`src/rtl/sm83_serial_alu_if.sv`:
```
// ---------------------------------------------------------------------------
// sm83_serial_alu_if
// Request/response bundle between the decoder/sequencer and the byte-serial
// ALU.
//   master (sequencer): drives start, op, a, b, c_in; observes busy, done,
//                       res, f_out
//   slave  (ALU)      : the mirror image
// Signals:
//   start  request an operation (sampled on ce-enabled edges)
//   op     0 ADD, 1 ADC, 2 SUB, 3 SBC, 4 AND, 5 XOR, 6 OR, 7 CP
//   a, b   WIDTH-bit operands; c_in incoming carry flag (ADC/SBC)
//   busy   operation in progress; done one-ce-cycle result-valid pulse
//   res    registered result; f_out registered flags {z,n,h,c}
// ---------------------------------------------------------------------------
interface sm83_serial_alu_if #(
    parameter int WIDTH = 16
);
    logic             start;
    logic [2:0]       op;
    logic [WIDTH-1:0] a;
    logic [WIDTH-1:0] b;
    logic             c_in;
    logic             busy;
    logic             done;
    logic [WIDTH-1:0] res;
    logic [3:0]       f_out;

    modport master (
        output start, op, a, b, c_in,
        input  busy, done, res, f_out
    );

    modport slave (
        input  start, op, a, b, c_in,
        output busy, done, res, f_out
    );
endinterface

```
`src/rtl/sm83_serial_alu.sv`:
```
// ---------------------------------------------------------------------------
// sm83_serial_alu
// Byte-serial ALU for multi-byte SM83 arithmetic (ADD HL,rr, ADD SP,e8 and
// wider). One SLICE-bit slice is processed per ce-enabled clock, LSB first,
// with the carry chained between slices. Flags {z,n,h,c} describe the full
// WIDTH-bit result; h is taken from the low nibble of the top slice.
// Ports:
//   clk   core clock
//   rst   asynchronous active-low reset
//   ce    clock enable; all state frozen while low
//   bus   sm83_serial_alu_if.slave (start/op/a/b/c_in in, busy/done/res/f_out out)
// Latency: done rises NSLICES ce-enabled edges after the accepting edge.
// ---------------------------------------------------------------------------
module sm83_serial_alu #(
    parameter int WIDTH = 16,
    parameter int SLICE = 8
) (
    input  logic               clk,
    input  logic               rst,
    input  logic               ce,
    sm83_serial_alu_if.slave   bus
);
    localparam int NSLICES = WIDTH / SLICE;
    localparam int IW      = (NSLICES > 1) ? $clog2(NSLICES) : 1;
    localparam logic [IW-1:0] LAST_IDX = IW'(NSLICES - 1);

    localparam logic [2:0] OP_ADD = 3'd0;
    localparam logic [2:0] OP_ADC = 3'd1;
    localparam logic [2:0] OP_SUB = 3'd2;
    localparam logic [2:0] OP_SBC = 3'd3;
    localparam logic [2:0] OP_AND = 3'd4;
    localparam logic [2:0] OP_XOR = 3'd5;
    localparam logic [2:0] OP_OR  = 3'd6;
    localparam logic [2:0] OP_CP  = 3'd7;

    typedef enum logic [1:0] {
        ST_IDLE = 2'd0,
        ST_RUN  = 2'd1,
        ST_DONE = 2'd2
    } state_e;

    // Carry seeded into slice 0; subtraction is a + ~b + 1 (minus borrow for SBC).
    function automatic logic init_carry(input logic [2:0] op, input logic c_in);
        case (op)
            OP_ADC:        init_carry = c_in;
            OP_SBC:        init_carry = ~c_in;
            OP_SUB, OP_CP: init_carry = 1'b1;
            default:       init_carry = 1'b0;
        endcase
    endfunction

    state_e           state_q, state_d;
    logic [IW-1:0]    idx_q, idx_d;
    logic             carry_q, carry_d;
    logic [2:0]       op_q, op_d;
    logic [WIDTH-1:0] a_q, a_d;
    logic [WIDTH-1:0] b_q, b_d;
    logic [WIDTH-1:0] res_q, res_d;
    logic [3:0]       f_q, f_d;
    logic             busy_q, busy_d;
    logic             done_q, done_d;

    int               shamt_s;
    logic [SLICE-1:0] a_sl_s, b_sl_s, opnd_sl_s, slice_res_s;
    logic [SLICE:0]   sum_s;
    logic [4:0]       nib_s;
    logic             is_sub_s, is_logic_s;
    logic [WIDTH-1:0] full_res_s;
    logic [3:0]       flags_s;

    // Slice datapath: operand slice select, adder, logic ops and final flags.
    always_comb begin
        shamt_s     = int'(idx_q) * SLICE;
        a_sl_s      = SLICE'(a_q >> shamt_s);
        b_sl_s      = SLICE'(b_q >> shamt_s);
        is_sub_s    = (op_q == OP_SUB) || (op_q == OP_SBC) || (op_q == OP_CP);
        is_logic_s  = (op_q == OP_AND) || (op_q == OP_XOR) || (op_q == OP_OR);
        opnd_sl_s   = is_sub_s ? ~b_sl_s : b_sl_s;
        sum_s       = {1'b0, a_sl_s} + {1'b0, opnd_sl_s} + {{SLICE{1'b0}}, carry_q};
        // Only meaningful on the top slice, where it becomes the h flag.
        nib_s       = {1'b0, a_sl_s[3:0]} + {1'b0, opnd_sl_s[3:0]} + {4'b0000, carry_q};
        case (op_q)
            OP_AND:  slice_res_s = a_sl_s & b_sl_s;
            OP_XOR:  slice_res_s = a_sl_s ^ b_sl_s;
            OP_OR:   slice_res_s = a_sl_s | b_sl_s;
            default: slice_res_s = sum_s[SLICE-1:0];
        endcase
        // The accumulator is cleared on start, so OR-ing places the slice.
        full_res_s  = res_q | (WIDTH'(slice_res_s) << shamt_s);
        flags_s[3]  = (full_res_s == {WIDTH{1'b0}});
        flags_s[2]  = is_sub_s;
        if (is_logic_s) begin
            flags_s[1] = (op_q == OP_AND);
            flags_s[0] = 1'b0;
        end else begin
            flags_s[1] = is_sub_s ? ~nib_s[4] : nib_s[4];
            flags_s[0] = is_sub_s ? ~sum_s[SLICE] : sum_s[SLICE];
        end
    end

    // Next-state logic for the IDLE/RUN/DONE sequencer and its datapath registers.
    always_comb begin
        state_d = state_q;
        idx_d   = idx_q;
        carry_d = carry_q;
        op_d    = op_q;
        a_d     = a_q;
        b_d     = b_q;
        res_d   = res_q;
        f_d     = f_q;
        busy_d  = busy_q;
        done_d  = done_q;
        if (ce) begin
            case (state_q)
                ST_IDLE, ST_DONE: begin
                    if (bus.start) begin
                        op_d    = bus.op;
                        a_d     = bus.a;
                        b_d     = bus.b;
                        carry_d = init_carry(bus.op, bus.c_in);
                        res_d   = {WIDTH{1'b0}};
                        idx_d   = {IW{1'b0}};
                        state_d = ST_RUN;
                        busy_d  = 1'b1;
                        done_d  = 1'b0;
                    end else begin
                        state_d = ST_IDLE;
                        done_d  = 1'b0;
                    end
                end
                ST_RUN: begin
                    carry_d = sum_s[SLICE];
                    if (idx_q == LAST_IDX) begin
                        // CP leaves the accumulator untouched; flags come from the subtraction.
                        res_d   = (op_q == OP_CP) ? a_q : full_res_s;
                        f_d     = flags_s;
                        idx_d   = {IW{1'b0}};
                        state_d = ST_DONE;
                        busy_d  = 1'b0;
                        done_d  = 1'b1;
                    end else begin
                        res_d   = full_res_s;
                        idx_d   = idx_q + IW'(1);
                    end
                end
                default: begin
                    state_d = ST_IDLE;
                    busy_d  = 1'b0;
                    done_d  = 1'b0;
                end
            endcase
        end else begin
            state_d = state_q;
        end
    end

    // State and datapath registers with asynchronous active-low reset.
    always_ff @(posedge clk or negedge rst) begin
        if (!rst) begin
            state_q <= ST_IDLE;
            idx_q   <= {IW{1'b0}};
            carry_q <= 1'b0;
            op_q    <= 3'd0;
            a_q     <= {WIDTH{1'b0}};
            b_q     <= {WIDTH{1'b0}};
            res_q   <= {WIDTH{1'b0}};
            f_q     <= 4'd0;
            busy_q  <= 1'b0;
            done_q  <= 1'b0;
        end else begin
            state_q <= state_d;
            idx_q   <= idx_d;
            carry_q <= carry_d;
            op_q    <= op_d;
            a_q     <= a_d;
            b_q     <= b_d;
            res_q   <= res_d;
            f_q     <= f_d;
            busy_q  <= busy_d;
            done_q  <= done_d;
        end
    end

    assign bus.busy  = busy_q;
    assign bus.done  = done_q;
    assign bus.res   = res_q;
    assign bus.f_out = f_q;

endmodule
```
`src/flat_wrapper.sv`:
```
// flat-port wrapper written by rule: the top's interface ports become plain ports
module sm83_serial_alu_flat 
#(
    parameter int WIDTH = 16,
    parameter int SLICE = 8
)
  (clk, rst, ce, bus_start, bus_op, bus_a, bus_b, bus_c_in, bus_busy, bus_done, bus_res, bus_f_out);
  sm83_serial_alu_if #(.WIDTH(WIDTH)) bus_i ();
  input  logic clk;
  input  logic rst;
  input  logic ce;
  input wire logic [$bits(bus_i.start)-1:0] bus_start;
  input wire logic [$bits(bus_i.op)-1:0] bus_op;
  input wire logic [$bits(bus_i.a)-1:0] bus_a;
  input wire logic [$bits(bus_i.b)-1:0] bus_b;
  input wire logic [$bits(bus_i.c_in)-1:0] bus_c_in;
  output wire logic [$bits(bus_i.busy)-1:0] bus_busy;
  output wire logic [$bits(bus_i.done)-1:0] bus_done;
  output wire logic [$bits(bus_i.res)-1:0] bus_res;
  output wire logic [$bits(bus_i.f_out)-1:0] bus_f_out;
  assign bus_i.start = bus_start;
  assign bus_i.op = bus_op;
  assign bus_i.a = bus_a;
  assign bus_i.b = bus_b;
  assign bus_i.c_in = bus_c_in;
  assign bus_busy = bus_i.busy;
  assign bus_done = bus_i.done;
  assign bus_res = bus_i.res;
  assign bus_f_out = bus_i.f_out;
  sm83_serial_alu #(.WIDTH(WIDTH), .SLICE(SLICE)) u_core (.clk(clk), .rst(rst), .ce(ce), .bus(bus_i));
endmodule
```
`config.mk`:
```
export PLATFORM = sky130hd
export DESIGN_NAME = sm83_serial_alu_flat
export DESIGN_NICKNAME = d
export VERILOG_FILES = /design/src/rtl/sm83_serial_alu_if.sv /design/src/rtl/sm83_serial_alu.sv /design/src/flat_wrapper.sv
export SDC_FILE = /design/constraint.sdc
export NUM_CORES = 1
export LEC_CHECK = 0
export CAP_MARGIN = 20
export CORE_MARGIN = 5
export CORE_UTILIZATION = 50
export DETAILED_ROUTE_END_ITERATION = 7
export DONT_BUFFER_PORTS = 1
export SKIP_CTS_REPAIR_TIMING = 1
export SYNTH_ARGS = -nofsm -noshare
export SYNTH_HDL_FRONTEND = slang
export SYNTH_SLANG_ARGS = --single-unit
```
`constraint.sdc`:
```
create_clock -name clk -period 3.83 [get_ports clk]
set_input_delay 0.5745 -clock clk [delete_from_list [all_inputs] [get_ports clk]]
set_output_delay 0.5745 -clock clk [all_outputs]
set_load 0.1 [all_outputs]
```
==> flow_summary.yaml <==
global_route:
  grt_pass1_vias: 2961
  track_usage_pct: 20.35
  grt_pass1_wl_microns: 15500
  grt_max_degree: 61
  grt-ovfl-total: 0
  antenna_found_initial: 0
drt:
  drt_iter0_drc: 155
  wl_microns: 9454
  antenna_left: 0
  drc: 0
  wl_per_cell_microns: 19.41
  drt_pass1_iterations: 5
  via_per_inst: 5.875
  vias: 2861
synth:
  synthSimpleGateAreaFrac_pct: 13.92
  syn_inst: 382
  yosys_most_used_dff: "dfrtp_1"
  synth_warnings: 0
  syn_avg_cell_area_sq_um: 10.09
  syn_area_sq_mm: 0.003856
  synth_top_family_by_area: "multiplexers"
  ys_seq_area_share_pct: 38.94
  synth_edf_count: 0
  synth_fp_nets: 447
  async_flop_share_pct: 100.0
  synth_seq_cells: 60
  synth_compound_area_share_pct: 15.25
  yosys-mux-area-fraction_pct: 15.64
  synth_fa_ha_area_share_pct: 8.501
  synthDistinctLibCells: 56
  synth_xor_area_share_pct: 2.271
critical_path:
  cp-start-kind: "flip-flop"
  r2r_start: "u_core.idx_q"
  cp_slowest_cell: "or3b_1"
  ff2ff_path_depth: 11
  endpoint_kind: "flip-flop"
  arrival_ns: 3.29
  reg2reg_to: "u_core.bus.res[12]"
  cp-endpoint: "u_core.bus.res[12]"
  cp_max_fo: 11
  crit_type: "flip-flop to flip-flop"
  worstPathRequired_ns: 4.06
  critical-path-max-stage-delay_ns: 0.39
  cp_cell_sequence: "buf_4, mux2i_1, inv_1, xnor2_1, ha_1, nor2b_1, o21ai_0, or3b_1, a31o_2, a211oi_1, nor2_1"
  r2r_slack_ns: 0.77
  critPathLaunch: "u_core.idx_q"
place:
  dp_hpwl_microns: 6957
  io_buffers: 0
  gp_congestion: 0.9365
floorplanning:
  initial_core_util_pct: 50.69
  core_sq_mm: 0.007607
  ios: 62
  fp-row-count: 32
  die_w_microns: 97.82
  die_h_microns: 97.82
  die_area_sq_mm: 0.009569
sta:
  tightest_slew_ns: 1.006
  setup_viol_count_final: 0
  finalHoldViolCount: 0
  tns_ns: 0
  fin_crit_sh_pct: 79.99
  slew_headroom_pct: 32.97
  fmax_mhz: 326.4
  slew_viol_final: 0
  rsz0062_at_grt: "false"
  finClkSkew_ns: 0.01146
  finalCriticalPeriod_ns: 3.064
status:
  outcome: "complete, no violations"
cts:
  ctsLongestPathBuffers: 2
  cts_sinks: 60
  tritoncts: "done"
  cts_root_buf: "clkbuf_8"
  cts_buffers: 9
  ctsHtreeMaxLevel: 3
  clk_pin_slew_ns: 0.07
  clock_latency_ns: 0.34
layout:
  nets: 446
  layout_commonest_cell: "dfrtp_1"
  drive_gt1_share_pct: 21.04
  multi_input_area_sq_mm: 0.002143
  synthToLayoutAreaGrowth_pct: 8.728
  diodes: 0
  seq_area_sq_mm: 0.001501
  most-common-layout-cells: "dfrtp_1 (60), mux2_2 (42), nand2_1 (27)"
  fill_cells: 704
job:
  drv_cap: 0
min_path:
  min_path_type: "input port to asynchronous set/reset pin"
==> through the flow <==
step	std cells	setup slack, ns	cell area [sq um]	util [%]	hold slack (ns)
final	487	0.7663	4193	55.12	0.08591
after global routing	487	0.5440	4193	55.12	0.1156
after CTS	486	0.7745	4165	54.75	-0.08423
after detailed placement	471	0.7721	3931	51.68	0.2810
after global placement	471	0.8366	3931	51.68	0.2806
after floorplan	382	0.7427	3856	-	0.2789
==> sequential cells by signal, indices dropped and copies added (netlist names) <==
register          cells
u_core.a_q           16
u_core.b_q           16
u_core.bus.res       16
u_core.bus.f_out      4
u_core.op_q           3
u_core.bus.busy       1
u_core.bus.done       1
u_core.carry_q        1
u_core.idx_q          1
u_core.state_q        1
==> worst max-delay path, delay by kind of cell (launching register included) <==
kind	cells	cell delay, ns
AO/OA/AOI/OAI	3	0.71
XOR/XNOR	1	0.14
adder cells (fa/ha/maj)	1	0.37
buffers and inverters	2	0.37
flip-flops	1	0.37
multiplexers	1	0.34
AND/OR/NAND/NOR	3	0.65
==> kinds of logic (layout without fill, tap and decap cells) <==
kind of cell,after synthesis,count (layout)
AOI/OAI and AO/OA,85,85
and+or+nand+nor,103,103
muxes,55,55
buffers and inverters,44,47
adders and majority gates,25,25
DFF,60,60
xor gates and xnor gates,10,10
==> worst min-delay path by stage <==
stage / startpoint / end / slack [ns]
after floorplan: rst / u_core.a_q[0] / 0.28
after global placement: rst / u_core.b_q[15] / 0.28
after detailed placement: rst / u_core.b_q[15] / 0.28
after CTS: rst / u_core.bus.f_out[3] / -0.08
after global routing: rst / u_core.state_q[0] / 0.12
final: rst / u_core.bus.f_out[1] / 0.09
==> per-layer routing <==
metal  GRT usage, %  routed length, microns  vias up
li1               -                       -     1369
met1          26.75                    4253     1402
met2          32.93                    4520       77
met3          4.929                     542       13
met4          6.922                     138        0
met5              0                       0        -
==> synth_stat cells (2+ instances only) <==
master | n | area share (%)
dfrtp_1 | 60 | 39
mux2_2 | 42 | 12
nand2_1 | 27 | 2.6
nor2_1 | 24 | 2.3
ha_1 | 23 | 7.5
inv_1 | 23 | 2.2
a21oi_1 | 22 | 2.9
o21ai_0 | 21 | 2.7
mux2i_1 | 13 | 3.4
buf_2 | 10 | 1.3
a211oi_1 | 8 | 1.6
nand3_1 | 8 | 1.0
xnor2_1 | 8 | 1.8
nor2b_1 | 7 | 1.1
nor3_1 | 7 | 0.91
clkbuf_1 | 6 | 0.58
o221ai_1 | 6 | 1.4
o221a_2 | 5 | 1.5
buf_6 | 4 | 1.2
nor4_1 | 4 | 0.65
or3_1 | 4 | 0.65
and3b_1 | 3 | 0.68
and4_1 | 3 | 0.68
nand2b_1 | 3 | 0.49
o21a_1 | 3 | 0.58
a211o_1 | 2 | 0.45
a21bo_2 | 2 | 0.52
fa_1 | 2 | 1.0
nand4_1 | 2 | 0.32
o21ai_1 | 2 | 0.26
or2_2 | 2 | 0.32
xor2_1 | 2 | 0.45
==> cell type report <==
class / instances / share of cell area [%]
multi-input combinational: 278 / 51.12
sequential: 60 / 35.81
clock buffer: 12 / 3.939
tap: 102 / 3.044
timing repair buffer: 9 / 2.387
inverter: 23 / 2.059
clock inverter: 3 / 1.641
Power is left out: the tool's default activity adds up to more than one toggle a clock period on the data nets, which glitch-free logic cannot reach.
==> patch, RTL diff (same settings) <==
`SLICE` is set to 8 in 2 places; all go to 16.
--- a/src/rtl/sm83_serial_alu.sv
+++ b/src/rtl/sm83_serial_alu.sv
@@ -15,3 +15,3 @@
     parameter int WIDTH = 16,
-    parameter int SLICE = 8
+    parameter int SLICE = 16
 ) (
--- a/src/flat_wrapper.sv
+++ b/src/flat_wrapper.sv
@@ -4,3 +4,3 @@
     parameter int WIDTH = 16,
-    parameter int SLICE = 8
+    parameter int SLICE = 16
 )
Check against the original RTL: not equivalent (Yosys sat finds a counterexample within 4 cycles, from zero or initial values and one cycle with rst low).
==> patch against the original RTL <==
Area after synthesis rose by 17%; non-clock buffer count up 3; hold slack got worse by 12 ps; sequential cell count fell by 1; worst setup slack worse by 370 ps; routed wire length up 17%; design area is 14% higher.
==> patch: results <==
export IMPL_ys_async_sr_fraction_pct=100
export IMPL_grt_start_max_net_pins=60
export IMPL_maximum_vdd_drop_uv=388
export IMPL_fillerInstances=815
export IMPL_ctsLongestPathBuffers=2
export IMPL_cts_max_level=3
export IMPL_r2r_end="u_core.bus.f_out[3]$_DFFE_PN0P_"
export IMPL_crit_type="register to register"
export IMPL_yosys_cell_types_count=60
export IMPL_master_cell_of_the_clock_root_buffer="sky130_fd_sc_hd__clkbuf_8"
export IMPL_timing_worst_slew_pin_value_ps=979
export IMPL_worst_skew_pair_late_latency_ps=350
export IMPL_clkTransAtPathRegs_ps=70
export IMPL_commonest_register_cell_after_synthesis="sky130_fd_sc_hd__dfrtp_1"
export IMPL_timing_hold_worst_class="primary input to async pin"
export IMPL_worst_clock_skew_ps=12.6
export IMPL_yosysSeqAreaShare_pct=32.7
export IMPL_cts_buffers=9
export IMPL_place_area_um2=4570
export IMPL_overall_routed_net_length_mm=11.1
export IMPL_drive_above_1_share_pct=15.5
export IMPL_io_buffer_count=0
export IMPL_antenna_found_initial=0
export IMPL_synthesis_nets=582
export IMPL_drt_initial_drc_count=109
export IMPL_cp_startpoint="u_core.op_q[0]$_DFFE_PN0P_"
export IMPL_place_hpwl_mm=7.89
export IMPL_stdcell_area_um2=4800
export IMPL_timing_reg2reg_worst_path_depth=13
export IMPL_vias=3521
export IMPL_routabilityCongestion=0.887
export IMPL_run_status="finished clean"
export IMPL_drt_pass1_iter_count=5
export IMPL_leakagePower_uw=0.00223
export IMPL_first_pass_grt_wire_length_mm=18.8
export IMPL_first_global_vias=3557
export IMPL_worst_path_max_fanout=10
export IMPL_final_antenna_diode_count=0
export IMPL_r2r_slack_ps=400
export IMPL_internal_power_uw=1990
export IMPL_synth_top_cells_by_count="sky130_fd_sc_hd__dfrtp_1, sky130_fd_sc_hd__o21ai_0, sky130_fd_sc_hd__nand2_1"
export IMPL_synthesis_yosys_warnings=0
export IMPL_synth_area_leaders="sky130_fd_sc_hd__dfrtp_1, sky130_fd_sc_hd__ha_1, sky130_fd_sc_hd__mux2_2, sky130_fd_sc_hd__o21ai_0, sky130_fd_sc_hd__nand2_1"
export IMPL_grt_usage_pct=21.0
## patch: cell families (layout without fill, tap and decap cells)
group	Yosys count	after routing	share of synthesized area (%)
AOI/OAI and AO/OA	128	128	17.8
xor gates and xnor gates	26	26	5.04
adders and majority gates	49	49	13.9
buffers and inverters	68	71	7.37
DFF	59	59	32.7
muxes	44	44	10.8
and+or+nand+nor	119	119	12.4
## patch: worst min path at each step
stage                                          end  start  slack, ps  cells after the start
global placement    u_core.bus.res[10]$_DFFE_PN0P_    rst        280                      0
CTS                 u_core.bus.res[10]$_DFFE_PN0P_    rst       -100                      0
floorplan                u_core.a_q[0]$_DFFE_PN0P_    rst        280                      0
finish              u_core.bus.res[10]$_DFFE_PN0P_    rst         70                      1
global route            u_core.b_q[14]$_DFFE_PN0P_    rst         90                      1
detailed placement      u_core.b_q[10]$_DFFE_PN0P_    rst        280                      0
## patch: worst max-delay path: stages (launching register included)
cell and delay (ps):
sky130_fd_sc_hd__dfrtp_1 380, sky130_fd_sc_hd__nand2b_1 190, sky130_fd_sc_hd__nand2_4 90, sky130_fd_sc_hd__buf_4 200, sky130_fd_sc_hd__buf_4 240, sky130_fd_sc_hd__xnor2_1 140, sky130_fd_sc_hd__ha_1 310, sky130_fd_sc_hd__a21oi_1 420
sky130_fd_sc_hd__nand2_1 90, sky130_fd_sc_hd__o41ai_1 490, sky130_fd_sc_hd__xor2_1 180, sky130_fd_sc_hd__o21ai_0 140, sky130_fd_sc_hd__nand4b_1 230, sky130_fd_sc_hd__o31ai_1 220
## patch: layer usage
metal	GRT usage, %	vias up	wire length [um]
met3	4.99	14	510
met1	28.0	1715	5090
met2	33.9	75	5260
li1	-	1717	-
met4	5.84	0	191
met5	0	-	0
## patch: area by class of cell
cell class	instances	area share (%)
clock buffer	10	2.87
clock inverter	6	1.36
inverter	43	3.36
multi-input combinational	366	56.5
sequential	59	30.8
tap	108	2.82
timing repair buffer	12	2.30
## patch: metrics by stage
stage,power (uW),instances,setup slack (ps)
finish,4250,604,400
global route,4610,604,98.1
CTS,4260,603,395
detailed placement,3650,587,416
global placement,3620,587,444
floorplan,3200,493,304
## patch: power groups by stage
| stage | sequential, uW | clock, uW | combinational [uW] |
|---|---|---|---|
| 5_1_grt | 1660 | 645 | 2310 |
| 2_1_floorplan | 1590 | 0 | 1610 |
| 4_1_cts | 1640 | 604 | 2020 |
| 3_5_place_dp | 1650 | 0 | 2000 |
| 6_report | 1630 | 590 | 2030 |
| 3_3_place_gp | 1640 | 0 | 1980 |
